## src/rtl/tmds_pkg.sv

```systemverilog
// rtl/tmds_pkg.sv - TMDS control tokens, receiver states and token lookup
package tmds_pkg;

  localparam logic [9:0] TOKEN_00 = 10'h354;
  localparam logic [9:0] TOKEN_01 = 10'h0AB;
  localparam logic [9:0] TOKEN_10 = 10'h154;
  localparam logic [9:0] TOKEN_11 = 10'h2AB;

  typedef enum logic [1:0] {
    ST_SEARCH  = 2'd0,
    ST_CONFIRM = 2'd1,
    ST_LOCKED  = 2'd2
  } rx_state_t;

  // Returns {hit, ctrl}; ctrl is {c1,c0} and only meaningful when hit is set.
  function automatic logic [2:0] token_lookup(input logic [9:0] q);
    case (q)
      TOKEN_00: return 3'b100;
      TOKEN_01: return 3'b101;
      TOKEN_10: return 3'b110;
      TOKEN_11: return 3'b111;
      default:  return 3'b000;
    endcase
  endfunction

endpackage

```

## src/rtl/tmds_word_decode.sv

```systemverilog
// rtl/tmds_word_decode.sv - combinational 10b symbol to token/ctrl/pixel decode
module tmds_word_decode
  import tmds_pkg::*;
(
  input  logic [9:0] q,
  output logic       is_token,
  output logic [1:0] ctrl,
  output logic [7:0] data
);

  logic [7:0] d;

  // q[9] undoes the DC-balance inversion, q[8] selects XOR or XNOR chaining.
  always_comb begin
    {is_token, ctrl} = token_lookup(q);
    d = q[9] ? ~q[7:0] : q[7:0];
    data = 8'h00;
    data[0] = d[0];
    for (int i = 1; i < 8; i++) begin
      data[i] = q[8] ? (d[i] ^ d[i-1]) : ~(d[i] ^ d[i-1]);
    end
  end

endmodule

```

## src/rtl/tmds_channel_receiver.sv

```systemverilog
// rtl/tmds_channel_receiver.sv - TMDS channel word aligner, lock FSM and decoder
module tmds_channel_receiver
  import tmds_pkg::*;
#(
  parameter int LOCK_TOKENS  = 4,
  parameter int MAX_DATA_RUN = 4096
) (
  input  logic       clk,
  input  logic       rst,
  input  logic       sdata_in,
  output logic [7:0] data_out,
  output logic [1:0] ctrl_out,
  output logic       de_out,
  output logic       word_valid,
  output logic       locked
);

  localparam int TW = $clog2(LOCK_TOKENS + 1);
  localparam int RW = $clog2(MAX_DATA_RUN + 1);
  localparam logic [TW-1:0] TOK_MAX = TW'(LOCK_TOKENS);
  localparam logic [RW-1:0] RUN_MAX = RW'(MAX_DATA_RUN);

  rx_state_t     state;
  logic [9:0]    shreg;
  logic [3:0]    phase;
  logic [TW-1:0] tok_cnt;
  logic [RW-1:0] run_cnt;
  logic [TW-1:0] tok_inc;
  logic [RW-1:0] run_inc;
  logic          aligned;
  logic          is_token;
  logic [1:0]    dec_ctrl;
  logic [7:0]    dec_data;

  tmds_word_decode u_decode (
    .q        (shreg),
    .is_token (is_token),
    .ctrl     (dec_ctrl),
    .data     (dec_data)
  );

  // Saturating next values of the token and data-run counters.
  always_comb begin
    aligned = (phase == 4'd0);
    tok_inc = (tok_cnt == TOK_MAX) ? tok_cnt : tok_cnt + 1'b1;
    run_inc = (run_cnt == RUN_MAX) ? run_cnt : run_cnt + 1'b1;
  end

  // Shift register, symbol phase, lock FSM and registered word outputs.
  always_ff @(posedge clk) begin
    if (rst) begin
      state      <= ST_SEARCH;
      shreg      <= 10'd0;
      phase      <= 4'd0;
      tok_cnt    <= '0;
      run_cnt    <= '0;
      data_out   <= 8'h00;
      ctrl_out   <= 2'b00;
      de_out     <= 1'b0;
      word_valid <= 1'b0;
      locked     <= 1'b0;
    end else begin
      shreg      <= {sdata_in, shreg[9:1]};
      phase      <= (phase == 4'd9) ? 4'd0 : phase + 4'd1;
      word_valid <= 1'b0;
      case (state)
        ST_SEARCH: begin
          if (is_token) begin
            // The matching window counts as phase 0: next alignment is ten shifts on.
            phase   <= 4'd1;
            tok_cnt <= TW'(1);
            if (LOCK_TOKENS == 1) begin
              state   <= ST_LOCKED;
              locked  <= 1'b1;
              run_cnt <= '0;
            end else begin
              state <= ST_CONFIRM;
            end
          end
        end
        ST_CONFIRM: begin
          if (aligned) begin
            if (is_token) begin
              tok_cnt <= tok_inc;
              if (tok_inc == TOK_MAX) begin
                state   <= ST_LOCKED;
                locked  <= 1'b1;
                run_cnt <= '0;
              end
            end else begin
              state   <= ST_SEARCH;
              tok_cnt <= '0;
            end
          end
        end
        ST_LOCKED: begin
          if (aligned) begin
            word_valid <= 1'b1;
            if (is_token) begin
              de_out   <= 1'b0;
              ctrl_out <= dec_ctrl;
              run_cnt  <= '0;
            end else begin
              de_out   <= 1'b1;
              data_out <= dec_data;
              run_cnt  <= run_inc;
              // A long token-free run means we have probably slipped alignment.
              if (run_inc == RUN_MAX) begin
                state   <= ST_SEARCH;
                locked  <= 1'b0;
                tok_cnt <= '0;
              end
            end
          end
        end
        default: begin
          state  <= ST_SEARCH;
          locked <= 1'b0;
        end
      endcase
    end
  end

endmodule
```

## config.mk

```make
export PLATFORM = sky130hd
export DESIGN_NAME = tmds_channel_receiver
export DESIGN_NICKNAME = d
export VERILOG_FILES = /design/src/rtl/tmds_pkg.sv /design/src/rtl/tmds_word_decode.sv /design/src/rtl/tmds_channel_receiver.sv
export SDC_FILE = /design/constraint.sdc
export NUM_CORES = 1
export LEC_CHECK = 0
export ABC_AREA = 1
export CORE_MARGIN = 2
export CORE_UTILIZATION = 60
export DETAILED_ROUTE_END_ITERATION = 7
export MAX_ROUTING_LAYER = met4
export PLACE_DENSITY = 0.81
export SETUP_SLACK_MARGIN = 0.2
export SLEW_MARGIN = 20
export SYNTH_ARGS = -nofsm -noshare
export SYNTH_HDL_FRONTEND = slang
export SYNTH_SLANG_ARGS = --single-unit
```

## constraint.sdc

```tcl
create_clock -name clk -period 3.6 [get_ports clk]
set_input_delay 1.08 -clock clk [delete_from_list [all_inputs] [get_ports clk]]
set_output_delay 1.08 -clock clk [all_outputs]
set_load 0.02 [all_outputs]
```

==> impl_metrics.ini <==
[outcome]
run_status = complete, no violations

[yosys]
number_of_synthesis_warnings = 0
synth-edff-count = 0
syn_area_per_cell_sq_um = 6.80
synthFlopType = sky130_fd_sc_hd__dfxtp_1
synthesized_netlist_cell_count = 376
ys_ff_latch = 45
synthArstFlopShare_pct = 0
yosys.area.top_type = sky130_fd_sc_hd__dfxtp_1
post_synth_num_cell_types = 35
post-synth-top-area-fraction_pct = 35.2
combined_area_of_all_synthesized_cells_sq_um = 2560
total_nets_after_synthesis = 387
synthTopCellsByArea = sky130_fd_sc_hd__dfxtp_1 (35%), sky130_fd_sc_hd__nand2_1 (13%), sky130_fd_sc_hd__nor2_1 (7.8%)
yosysSeqAreaShare_pct = 35.2

[clocking]
clkLatencyLatePin_ns = 0.30
postCtsSetupRepairBufs = 0
clkTransAtPathRegs_ns = 0.09
cts_hold_buffers = 0
cts.htree.levels = 2
library_cell_used_as_clock_root_buffer = sky130_fd_sc_hd__clkbuf_8
cts_buffers = 5
clock_sinks = 45
cts_buffer_depth = 2
cts.repair.resized = 0
cts_tree = built

[sta]
fin_setup_tns_ns = 0
hold_violations = 0
timing_worst_slew_pin_value_ns = 0.697
max_slew_violation_total_from_the_final_report = 0
rsz0062_at_grt = no
timing.final.crit_period_ns = 2.40
fin_skew_ns = 0.00710
fmax_mhz = 416
slew_headroom_pct = 53.3
finalSetupViolCount = 0
timing.final.crit_share_pct = 66.7

[setup_path]
cp.required_ns = 3.83
critPathLaunchType = flip-flop
crit_path_cell_trace = inv_1 > ha_1 > nand2_1 > xor2_1 > nand3_1 > nand2_1 > nand4_4 > nor3_2 > nand3_1 > a21oi_1
worst_path_max_delay_cell = sky130_fd_sc_hd__nor3_2
cp_top_family = simple AND/OR/NAND/NOR gates
crit_arrival_ns = 2.64
cp-end-kind = flip-flop
crit_path_max_incr_delay_ns = 0.55
timing.setup.critical_path_class = reg -> reg
critical_path.n_buffers_inverters = 1
timing.critical_path.fanout_max = 13

[detailed_routing]
initial_drc_count = 132
routed-via-count = 2341
residual_drc = 0
antenna_violating_nets_post_route = 0
dr.pass1.iters = 4
avgViaCountPerCell = 5.31
routed_wl_um = 5260
detail_route.wl_per_cell_um = 11.9

[pwr]
combinationalPowerShare_pct = 34.4
peakVddDrop_v = 0.000379
power_density_nw_per_um2 = 544
p_sw_share_pct = 34.8
seq_power_share_pct = 37.0
power.clock.fraction_pct = 28.6
fin_total_pwr_mw = 1.56
internal_power_mw = 1.02
total_leakage_power_nw = 1.15
power.switching_mw = 0.543

[cells_and_area]
most_used_cells_in_the_layout_excluding_fill_and_tap_cells = sky130_fd_sc_hd__nand2_1 (90), sky130_fd_sc_hd__nor2_1 (53), sky130_fd_sc_hd__dfxtp_1 (45)
layout_cells_excl_fill = 441
insertedDiodeCount = 0
final_common_cell = sky130_fd_sc_hd__nand2_1
area_growth_pct = 12.1
fraction_of_layout_instances_using_a_drive_strength_above_1_pct = 12.5
final_nets = 401

[place]
dp.final_hpwl_um = 3960
dp.cells = 433
placement.io_buffers = 15
place.gp.congestion = 0.943

[global_routing]
final_global_route_overflow_total = 0
vias_in_the_first_global_route = 2184
track_usage_pct = 23.4
first_pass_grt_wire_length_um = 9140
grt_max_degree = 17
number_of_antenna_violations_at_the_first_check_in_global_routing = 0

[die]
io-pin-count = 16
fp.dieW_um = 69.3
die_height_um = 69.3
overall_die_area_sq_um = 4800
standard_cell_core_area_sq_um = 4060
fp-row-count = 23
initial_core_util_pct = 63.0

[min_path]
hp-class = reg -> reg

[flow_run]
cap_violations = 0
power groups by stage:
stage	sequential (mW)	combinational [mW]	clock, mW
after floorplan	0.605	0.399	0
after global placement	0.587	0.520	0
after detailed placement	0.588	0.533	0
after CTS	0.577	0.539	0.452
after global routing	0.582	0.608	0.470
final	0.576	0.536	0.446
metrics by stage:
stage | hold WS (ns) | setup slack (ns) | util (%) | instance area [sq um]
2_1_floorplan | 0.447 | 1.75 | - | 2560
3_3_place_gp | 0.453 | 0.893 | 67.3 | 2730
3_5_place_dp | 0.458 | 0.864 | 67.3 | 2730
4_1_cts | 0.472 | 1.18 | 70.6 | 2870
5_1_grt | 0.490 | 0.891 | 70.6 | 2870
6_report | 0.465 | 1.20 | 70.6 | 2870
worst paths after layout:
| path | slack (ns) | endpoint | depth (start not counted) | start |
|---|---|---|---|---|
| max | 1.20 | run_cnt[0] | 10 | tok_cnt[0] |
| min | 0.46 | data_out[0] | 2 | data_out[0] |
| max reg2reg | 1.20 | run_cnt[0] | 10 | tok_cnt[0] |
| min reg2reg | 0.46 | data_out[0] | 2 | data_out[0] |
flip-flops by register name, indices dropped and copies added (netlist names):
signal and count:
ctrl_out 2, data_out 8, de_out 1, locked 1, phase 4, run_cnt 13, shreg 10, state 2
tok_cnt 3, word_valid 1
Yosys cell counts (all sizes together) (4+ instances only):
library cell  count
a21oi            25
buf               5
clkbuf            5
dfxtp            45
ha                8
inv              46
nand2            97
nand3            25
nand4            12
nor2             67
nor3              4
o21ai             7
or2               7
xor2             11
tightest hold or removal path, delay by kind of cell, from the launching register on:
kind / cells / cell delay, ns
and+or+nand+nor: 1 / 0.06
DFF: 1 / 0.31
AOI/OAI and AO/OA: 1 / 0.05
per-layer routing:
metal  up-vias  part of all wire, %  wire length [um]  GRT usage [%]
met5         -                    0                 0              -
met4         0                  1.6                84           6.97
met3         8                  3.8               200           3.92
met2        39                   49              2550           40.9
met1      1079                   46              2420           27.4
li1       1215                    -                 -              -
cells by family (layout without fill, tap and decap cells):
logic type	count (synthesis)	after routing	synth area share [%]
AOI/OAI and AO/OA	39	39	8.52
DFF	45	45	35.2
adders and majority gates	8	8	3.92
and+or+nand+nor	214	214	39.0
xor gates and xnor gates	13	13	4.45
buffers and inverters	57	72	8.91
final cells by class:
class | instances | area, sq um
clock inverter | 3 | 65.1
timing repair buffer | 17 | 165
inverter | 47 | 176
tap | 50 | 62.6
sequential | 45 | 901
fill | 350 | 1190
multi-input combinational | 274 | 1430
clock buffer | 5 | 68.8
Power figures use the tool's default switching activity.
